### src/rtl/image_norm_stream.sv
// image_norm_stream: per-channel min/max normaliser for AXI-Stream pixels.
// Frame statistics feed a serial divider whose scales normalise the next frame.
module image_norm_stream #(
    parameter int NUM_CH     = 3,
    parameter int DATA_WIDTH = 8,
    parameter int OUT_WIDTH  = 8,
    parameter int FRAC_BITS  = 16
) (
    input  logic                          clk,
    input  logic                          rst_n,
    input  logic                          enable,
    input  logic                          cfg_mode,
    input  logic                          cfg_freeze,
    input  logic [NUM_CH*DATA_WIDTH-1:0]  s_axis_tdata,
    input  logic                          s_axis_tuser,
    input  logic                          s_axis_tlast,
    input  logic                          s_axis_tvalid,
    output logic                          s_axis_tready,
    output logic [NUM_CH*OUT_WIDTH-1:0]   m_axis_tdata,
    output logic                          m_axis_tuser,
    output logic                          m_axis_tlast,
    output logic                          m_axis_tvalid,
    input  logic                          m_axis_tready,
    output logic [NUM_CH*DATA_WIDTH-1:0]  stat_min,
    output logic [NUM_CH*DATA_WIDTH-1:0]  stat_max,
    output logic                          coeff_valid,
    output logic                          busy
);

    localparam int QW = OUT_WIDTH + FRAC_BITS;
    localparam int PW = DATA_WIDTH + QW + 1;
    localparam int BW = $clog2(QW);
    localparam int CW = (NUM_CH > 1) ? $clog2(NUM_CH) : 1;
    localparam logic [QW-1:0] DVD = {{OUT_WIDTH{1'b1}}, {FRAC_BITS{1'b0}}};
    localparam logic [PW-1:0] HALF = PW'(1) << (FRAC_BITS - 1);
    localparam logic [OUT_WIDTH-1:0] OMAX = '1;

    typedef enum logic [1:0] {IDLE, CALC, LOAD} state_t;

    state_t state;
    logic   run;
    logic   v1, v2, u1, l1, norm1;
    logic   advance, accept;

    logic [NUM_CH-1:0][DATA_WIDTH-1:0] pix, dif;
    logic [NUM_CH-1:0][DATA_WIDTH-1:0] run_min, run_max;
    logic [NUM_CH-1:0][DATA_WIDTH-1:0] nxt_min, nxt_max;
    logic [NUM_CH-1:0][DATA_WIDTH-1:0] smin, smax, act_min, d1;
    logic [NUM_CH-1:0][QW-1:0]         new_scale, act_scale, scale1;
    logic [NUM_CH-1:0][PW-1:0]         prod, sh;
    logic [NUM_CH-1:0][OUT_WIDTH-1:0]  conv, y;

    logic [DATA_WIDTH-1:0] rem, rng;
    logic [DATA_WIDTH:0]   trial;
    logic                  ge;
    logic [QW-1:0]         quo, qnext;
    logic [BW-1:0]         bitc;
    logic [CW-1:0]         ch;

    assign pix           = s_axis_tdata;
    assign stat_min      = smin;
    assign stat_max      = smax;
    assign m_axis_tvalid = v2;
    assign advance       = !v2 || m_axis_tready;
    assign s_axis_tready = run && enable && advance && !busy;
    assign accept        = s_axis_tvalid && s_axis_tready;

    // Holds input ready low until the first clock after reset release
    always_ff @(posedge clk or negedge rst_n) begin
        if (!rst_n) run <= 1'b0;
        else        run <= 1'b1;
    end

    // Next running stats, clamped difference against the active minimum
    always_comb begin
        nxt_min = run_min;
        nxt_max = run_max;
        dif     = '0;
        for (int c = 0; c < NUM_CH; c++) begin
            if (s_axis_tuser || pix[c] < run_min[c]) nxt_min[c] = pix[c];
            if (s_axis_tuser || pix[c] > run_max[c]) nxt_max[c] = pix[c];
            if (pix[c] > act_min[c]) dif[c] = pix[c] - act_min[c];
        end
    end

    // Running min/max per frame, latched into stat_* on the EOF beat
    always_ff @(posedge clk or negedge rst_n) begin
        if (!rst_n) begin
            run_min <= '1;
            run_max <= '0;
            smin    <= '0;
            smax    <= '0;
        end else if (accept) begin
            run_min <= nxt_min;
            run_max <= nxt_max;
            if (s_axis_tlast) begin
                smin <= nxt_min;
                smax <= nxt_max;
            end
        end
    end

    // One restoring-divider step for the channel being computed
    always_comb begin
        rng = '0;
        if (smax[ch] > smin[ch]) rng = smax[ch] - smin[ch];
        trial = {rem, DVD[BW'(QW-1) - bitc]};
        ge    = trial >= {1'b0, rng};
        qnext = {quo[QW-2:0], ge};
    end

    // Coefficient FSM: serial division per channel, then atomic load
    always_ff @(posedge clk or negedge rst_n) begin
        if (!rst_n) begin
            state       <= IDLE;
            busy        <= 1'b0;
            coeff_valid <= 1'b0;
            ch          <= '0;
            bitc        <= '0;
            rem         <= '0;
            quo         <= '0;
            new_scale   <= '0;
            act_scale   <= '0;
            act_min     <= '0;
        end else begin
            unique case (state)
                IDLE: begin
                    if (accept && s_axis_tlast && !cfg_freeze) begin
                        state <= CALC;
                        busy  <= 1'b1;
                        ch    <= '0;
                        bitc  <= '0;
                        rem   <= '0;
                        quo   <= '0;
                    end
                end
                CALC: begin
                    if (ge) rem <= DATA_WIDTH'(trial - {1'b0, rng});
                    else    rem <= trial[DATA_WIDTH-1:0];
                    quo <= qnext;
                    if (bitc == BW'(QW-1)) begin
                        new_scale[ch] <= (rng == '0) ? '0 : qnext;
                        bitc <= '0;
                        rem  <= '0;
                        if (ch == CW'(NUM_CH-1)) state <= LOAD;
                        else ch <= ch + CW'(1);
                    end else begin
                        bitc <= bitc + BW'(1);
                    end
                end
                LOAD: begin
                    act_scale   <= new_scale;
                    act_min     <= smin;
                    coeff_valid <= 1'b1;
                    busy        <= 1'b0;
                    state       <= IDLE;
                end
                default: state <= IDLE;
            endcase
        end
    end

    // Width conversion of the raw sample carried in stage 1
    for (genvar c = 0; c < NUM_CH; c++) begin : g_conv
        if (OUT_WIDTH >= DATA_WIDTH) begin : g_up
            assign conv[c] = OUT_WIDTH'(d1[c]) << (OUT_WIDTH - DATA_WIDTH);
        end else begin : g_dn
            assign conv[c] = d1[c][DATA_WIDTH-1 -: OUT_WIDTH];
        end
    end

    // Stage-2 fixed-point scale with rounding and saturation
    always_comb begin
        prod = '0;
        sh   = '0;
        y    = '0;
        for (int c = 0; c < NUM_CH; c++) begin
            prod[c] = PW'(d1[c]) * PW'(scale1[c]) + HALF;
            sh[c]   = prod[c] >> FRAC_BITS;
            if (!norm1)             y[c] = conv[c];
            else if (sh[c] > PW'(OMAX)) y[c] = OMAX;
            else                    y[c] = sh[c][OUT_WIDTH-1:0];
        end
    end

    // Two-stage pixel pipeline that shifts as a unit on advance
    always_ff @(posedge clk or negedge rst_n) begin
        if (!rst_n) begin
            v1           <= 1'b0;
            u1           <= 1'b0;
            l1           <= 1'b0;
            norm1        <= 1'b0;
            d1           <= '0;
            scale1       <= '0;
            v2           <= 1'b0;
            m_axis_tdata <= '0;
            m_axis_tuser <= 1'b0;
            m_axis_tlast <= 1'b0;
        end else if (advance) begin
            v1 <= accept;
            if (accept) begin
                u1     <= s_axis_tuser;
                l1     <= s_axis_tlast;
                norm1  <= cfg_mode && coeff_valid;
                d1     <= (cfg_mode && coeff_valid) ? dif : pix;
                scale1 <= act_scale;
            end
            v2 <= v1;
            if (v1) begin
                m_axis_tdata <= y;
                m_axis_tuser <= u1;
                m_axis_tlast <= l1;
            end
        end
    end

endmodule

### config.mk
export PLATFORM = sky130hd
export DESIGN_NAME = image_norm_stream
export DESIGN_NICKNAME = d
export VERILOG_FILES = /design/src/rtl/image_norm_stream.sv
export SDC_FILE = /design/constraint.sdc
export NUM_CORES = 2
export LEC_CHECK = 0
export CORE_ASPECT_RATIO = 0.75
export CORE_UTILIZATION = 56
export DETAILED_ROUTE_END_ITERATION = 10
export MAX_ROUTING_LAYER = met4
export PLACE_DENSITY = 0.84
export SLEW_MARGIN = 20
export SYNTH_ARGS = -nofsm -noshare
export SYNTH_HDL_FRONTEND = slang
export SYNTH_SLANG_ARGS = --single-unit
### constraint.sdc
create_clock -name clk -period 7.8 [get_ports clk]
set_input_delay 1.95 -clock clk [delete_from_list [all_inputs] [get_ports clk]]
set_output_delay 1.95 -clock clk [all_outputs]
set_load 0.005 [all_outputs]
# After elaboration in Yosys (flattened, before gate mapping)

Memories as Yosys holds them, arrays and structs flattened.
Index checks and enable logic that the tools add are counted.

Bits in registers: 434
Bits in read-only memories: 32
Input bits: 33
Output and inout bits: 78
Word-level logic and storage cells: 158
Memories kept: 1

Memories:

| memory           | depth | bits a word | rd ports | clocked after Yosys merged registers in | wr ports | line | RTL |
|---|---|---|---|---|---|---|---|
| (name not given) | 32    | 1           | 1        | 0                                       | 0        | 107  | `trial = {rem, DVD[BW'(QW-1) - bitc]};` |

Add/sub/neg operators: 11
$mul: 3
Order comparisons: 17
Eq/ne operators: 8
Multiplexer cells: 45
Reductions and logical operators: 30

Operator list:

| kind                                                                              | number |
|---|---|
| 8-bit two-way mux                                                                 | 21 |
| 32-bit by 16-bit adder with 33-bit output (second input constant)                 | 3 |
| 8-bit by 24-bit multiplier with 32-bit output                                     | 3 |
| 72-bit bitwise mux                                                                | 1 |
| 24-bit two-way mux                                                                | 3 |
| 8-bit greater-than comparator                                                     | 7 |
| 17-bit by 8-bit greater-than comparator with 1-bit output (second input constant) | 3 |
| 24-bit demux with 2-bit select                                                    | 1 |
| 23-bit one-hot mux with 2 select lines                                            | 1 |
| 8-bit subtractor                                                                  | 5 |
| 8-bit binary-select mux with 2-bit select                                         | 2 |
| 8-bit < comparator                                                                | 3 |
| 23-bit two-way mux                                                                | 1 |
| 8-bit one-hot mux with 2 select lines                                             | 1 |
| 2-bit two-way mux                                                                 | 6 |
| 2-bit AND reduction                                                               | 6 |
| 5-bit two-way mux                                                                 | 2 |
| 5-bit one-hot mux with 2 select lines                                             | 1 |
| 9-bit by 8-bit greater-or-equal comparator with 1-bit output                      | 1 |
| 1-bit logical AND                                                                 | 8 |
| 8-bit logical NOT                                                                 | 1 |
| 2-bit != test (second input constant)                                             | 4 |
| 2-bit one-hot mux with 2 select lines                                             | 2 |
| 1-bit logical OR                                                                  | 7 |
| 16 further kinds                                                                  | 21 |

# Longest topological paths before layout

Depth in word-level cells: 9
Depth in mapped cells: 29
Depth with buffers taken out: 24

# Least setup slack after synthesis

No wires, ideal clock.

Path kind: register -> register
From: register d1 (netlist bit conv[23])
To: register m_axis_tdata[22]
Library setup time: 0.136 ns
Data arrival time: 5.339 ns
Required time: 7.664 ns
Slack: 2.325 ns
Cell stages (with the launch flop): 21
Path buffers: 2
Clock period less this slack: 5.475 ns
Path through: dfrtp_1 > clkbuf_1 > nand2_1 > fa_1 > inv_1 > fa_1 > inv_1 > fa_1 > fa_1 > inv_1 > ha_1 > buf_6 > a21oi_2 > o21ai_0 > a311o_1 > or4_1 > o211ai_1 > o32a_1 > nand4_1 > nor4_4 > a21oi_1

Cells in the longest elaborated chain, start to end: 5

Ends and longest elaborated chain:

| element                                                   | line | RTL |
|---|---|---|
| start, declared                                           | 48   | `logic [NUM_CH-1:0][DATA_WIDTH-1:0] smin, smax, act_min, d1;` |
| start signal, assigned                                    | 205  | `d1 <= (cfg_mode && coeff_valid) ? dif : pix;` |
| 8-bit by 24-bit multiplier with 32-bit output *           | 178  | `prod[c] = PW'(d1[c]) * PW'(scale1[c]) + HALF;` |
| 32-bit by 16-bit adder with 33-bit output *               | 178  |  |
| 17-bit by 8-bit greater-than comparator with 1-bit output | 181  | `else if (sh[c] > PW'(OMAX)) y[c] = OMAX;` |
| 8-bit two-way mux *                                       | 181  |  |
| 8-bit two-way mux *                                       | 180  | `if (!norm1) y[c] = conv[c];` |
| end signal, assigned                                      | 210  | `m_axis_tdata <= y;` |
| end, declared                                             | 19   | `output logic [NUM_CH*OUT_WIDTH-1:0] m_axis_tdata,` |

Every way passes the cells marked *; elsewhere a longest branch is shown, timed or not.
A chain may end at the register's enable or synchronous reset.

# Worst setup path after layout

From: register d1 (netlist bit conv[19])
To: register m_axis_tdata[17]

Same word-level chain as after synthesis.

==> results.txt <==
----------------------------------------------------
[Run status]
  Run status ... finished clean

[Synth]
  Sequential share of the synthesized area ... 0.278
  Synth Net Count ... 4,905
  Share of async-settable or async-resettable flops after synthesis ... 1.00
  Gate count of the mapped netlist ... 4,165
  Synth warn ... 0
  Synth Cell Area ... 0.0391 mm²
  Library cell with the largest summed area after synthesis ... sky130_fd_sc_hd__dfrtp_1
  Cell types occupying the most area after synthesis ... sky130_fd_sc_hd__dfrtp_1, sky130_fd_sc_hd__fa_1, sky130_fd_sc_hd__ha_1
  Most used flip-flop cell after synthesis ... sky130_fd_sc_hd__dfrtp_1
  Mapped Avg Cell Area ... 9.39 µm²
  Top cell type's share of synthesized area ... 0.262
  Post-synth EDFFs ... 0
  Number of register bits inferred by synthesis ... 434
  Netlist cell types ... 75

[Timing]
  Worst clock skew ... 28.6 ps
  Post-route worst setup slack ... 1470 ps
  Post-route clock period utilization ... 0.812
  Setup-failing EPs final ... 0
  Fmax ... 158 MHz
  Slew Limit Fails ... 0
  Min Tclk post-route ... 6330 ps
  Accumulated negative setup slack ... 0 ps
  Final hold violation count ... 0
  Transition time at the pin with the least slew margin ... 1110 ps
  Unrepaired setup endpoints after global routing ... false
  Worst slew margin relative to its limit ... 0.259

[Worst setup path]
  Sequence of cells on the critical path ... nand2_1 -> fa_1 -> fa_1 -> inv_1 -> fa_1 -> inv_1 -> fa_1 -> inv_1 -> ha_1 -> nand4_1 -> o22ai_1 -> o311ai_1 -> nand3_1 -> and2_1 -> a221oi_2 -> xnor2_1 -> nor4_4 -> a21oi_1
  Critical Path Most Common Cell ... sky130_fd_sc_hd__fa_1
  Signal arrival time at the worst endpoint ... 6800 ps
  Maximum fanout along the worst path ... 26
  Critical Path Sink Type ... flip-flop
  Data required time at the worst endpoint ... 8270 ps
  Critical path class ... flip-flop to flip-flop
  Worst path slowest cell ... sky130_fd_sc_hd__dfrtp_1
  Nature of the critical path startpoint ... flip-flop
  Largest stage delay on the critical path ... 910 ps

[Clock tree]
  Cts bufs inserted ... 48
  Clock edge transition at the registers on the reported setup and hold paths ... 60 ps
  Number of buffers added for setup after CTS ... 0
  Count of hold buffers inserted by post-cts repair ... 0
  TritonCTS clock tree ... yes
  Skew-Pair Late Insertion Delay ... 620 ps
  Root buf cell ... sky130_fd_sc_hd__clkbuf_16
  H-tree depth ... 2
  CTS Sinks ... 434
  Number of gates resized after CTS ... 0
  Bufs on Longest Clock Path ... 3

[Detailed routing]
  Via total after detailed routing ... 29,200
  Vias per Instance ... 5.68
  Detailed Route WL ... 92.2 mm
  Violation count after the first detailed-routing iteration ... 2,309
  Routed wire length per instance ... 17.9 µm
  Post-route DRC violation count ... 0
  Routed Antenna Nets ... 0
  First drt pass iteration count ... 5

[Floorplanning]
  Number of I/O pins ... 111
  Core area ... 0.0687 mm²
  Initial standard-cell utilization of the core ... 0.569
  Std-Cell Rows ... 83
  Die boundary width ... 307 µm
  Area of the die ... 0.0709 mm²
  Vertical die dimension ... 231 µm

[Place]
  Count of input and output buffers ... 110
  Post-place setup slack ... 1620 ps
  Last weighted congestion value of the routability-driven placer ... 0.930
  HPWL after DPL ... 67.7 mm

[Layout]
  Growth of design area from synthesis to finish ... 8.91%
  Number of fill cells ... 5,395
  Biggest regs ... act_scale (72), new_scale (72), scale1 (72)
  Commonest cells after routing, fill and taps aside ... sky130_fd_sc_hd__inv_1, sky130_fd_sc_hd__nand2_1, sky130_fd_sc_hd__and2_1, sky130_fd_sc_hd__dfrtp_1, sky130_fd_sc_hd__fa_1
  Most common cell after layout, fill and taps aside ... sky130_fd_sc_hd__inv_1
  Nets@finish ... 4,906
  Fraction of final layout cells with drive strength greater than 1 ... 0.0794

[Power]
  Leakage dissipation ... 21.4 nW
  PD cells ... 189 mW/mm²
  Worst supply voltage drop on vdd ... 224 µV

[Global route]
  Overall Global Routing Usage ... 0.279
  Initial antenna violation count ... 1
  Number of global-route vias before repair ... 30,200
  Wire length of the first global-routing pass ... 155 mm
  Overflow left after global routing ... 0
  Maximum number of pins on one net before global-route repair ... 159

[Run]
  Max-capacitance violation count ... 0

[Min path]
  Worst min-delay path class ... flip-flop to flip-flop

----------------------------------------------------
## through the flow
stage	cells	area (µm²)	hold slack [ps]	total power, mW	utilization
after global placement	5051	40900	441	5.45	0.595
after detailed placement	5051	40900	447	5.55	0.595
after CTS	5139	42600	461	8.06	0.620
after floorplan	4165	39100	433	4.53	-
after global routing	5141	42600	473	8.48	0.620
final	5142	42600	459	8.07	0.620
## routing by layer
| layer | up-vias | track usage | routed length (µm) |
|---|---|---|---|
| met1 | 14600 | 0.386 | 41100 |
| met4 | 0 | 0.0693 | 2260 |
| met2 | 1019 | 0.422 | 41200 |
| li1 | 13400 | - | - |
| met5 | - | - | 0 |
| met3 | 158 | 0.0544 | 7640 |
## final cells by class
| cell class | instances | area, µm² | area share |
|---|---|---|---|
| inverters | 627 | 2350 | 0.0552 |
| clock inverters | 34 | 452 | 0.0106 |
| diodes | 3 | 7.51 | 0.000176 |
| flip-flops and latches | 434 | 10900 | 0.256 |
| repair buffers | 127 | 1260 | 0.0295 |
| multi-input cells | 2928 | 25200 | 0.592 |
| clock buffers | 54 | 1250 | 0.0294 |
| well taps | 935 | 1170 | 0.0275 |
## kinds of logic (layout without fill, tap and decap cells)
logic type | count (synthesis) | after routing | share of synthesized area
flip-flops | 434 | 434 | 0.278
buffers and inverters | 803 | 842 | 0.0778
AO/OA/AOI/OAI | 582 | 582 | 0.0916
XOR/XNOR | 59 | 59 | 0.0132
multiplexers | 222 | 222 | 0.0623
adder cells (fa/ha/maj) | 707 | 707 | 0.302
other | 1 | 4 | 0.0000958
AND/OR/NAND/NOR | 1357 | 1357 | 0.174
## critical path, delay by kind of cell (launching register included)
kind            cells  cell delay, ps
compound gates      4            1290
xor+xnor            1             140
fa+ha+maj           5            2330
buf+inv             3             140
flops               1             910
simple gates        5            1370
## worst paths after layout
kind                       depth (start not counted)     startpoint  slack (ps)                to
hold reg to reg                                    2  act_scale[67]         460        scale1[67]
max in group asynchronous                          2          rst_n        5140             norm1
setup reg to reg                                  18       conv[19]        1470  m_axis_tdata[17]
hold / removal                                     2  act_scale[67]         460        scale1[67]
min in group asynchronous                          1          rst_n        1270      stat_min[23]
setup / recovery                                  18       conv[19]        1470  m_axis_tdata[17]
## synth_stat cells, types with 4 or more instances
master,count
sky130_fd_sc_hd__dfstp_2,24
sky130_fd_sc_hd__buf_2,5
sky130_fd_sc_hd__clkbuf_1,149
sky130_fd_sc_hd__or3_1,51
sky130_fd_sc_hd__xor2_1,27
sky130_fd_sc_hd__nor2b_1,16
sky130_fd_sc_hd__nor2_1,146
sky130_fd_sc_hd__o31ai_1,6
sky130_fd_sc_hd__a221oi_1,23
sky130_fd_sc_hd__mux2i_1,51
sky130_fd_sc_hd__o21ai_1,5
sky130_fd_sc_hd__a22o_1,24
sky130_fd_sc_hd__fa_1,398
sky130_fd_sc_hd__o211ai_1,11
sky130_fd_sc_hd__a211o_1,7
sky130_fd_sc_hd__and3_1,26
sky130_fd_sc_hd__nand2_1,544
sky130_fd_sc_hd__nor3_1,10
sky130_fd_sc_hd__o21a_1,14
sky130_fd_sc_hd__inv_1,626
sky130_fd_sc_hd__dfrtp_1,410
sky130_fd_sc_hd__a21o_1,31
sky130_fd_sc_hd__buf_1,19
sky130_fd_sc_hd__nand4_1,31
sky130_fd_sc_hd__nand2b_1,13
sky130_fd_sc_hd__xnor2_1,32
sky130_fd_sc_hd__a31oi_1,39
sky130_fd_sc_hd__nand3_1,39
sky130_fd_sc_hd__a21boi_0,8
sky130_fd_sc_hd__and3_4,12
sky130_fd_sc_hd__a211oi_1,10
sky130_fd_sc_hd__o2111ai_1,5
sky130_fd_sc_hd__nor4_1,4
sky130_fd_sc_hd__o211a_1,4
sky130_fd_sc_hd__o21bai_1,10
sky130_fd_sc_hd__and2_1,446
sky130_fd_sc_hd__a21oi_1,150
sky130_fd_sc_hd__o22ai_1,5
sky130_fd_sc_hd__ha_1,309
sky130_fd_sc_hd__mux2_2,171
sky130_fd_sc_hd__o21ai_0,201
## report_power, final
part,total (mW),internal (mW),switching [mW]
clock,2.48,1.42,1.05
combinational,2.18,1.04,1.14
sequential,3.41,2.69,0.725
(Power assumes the default switching activity.)
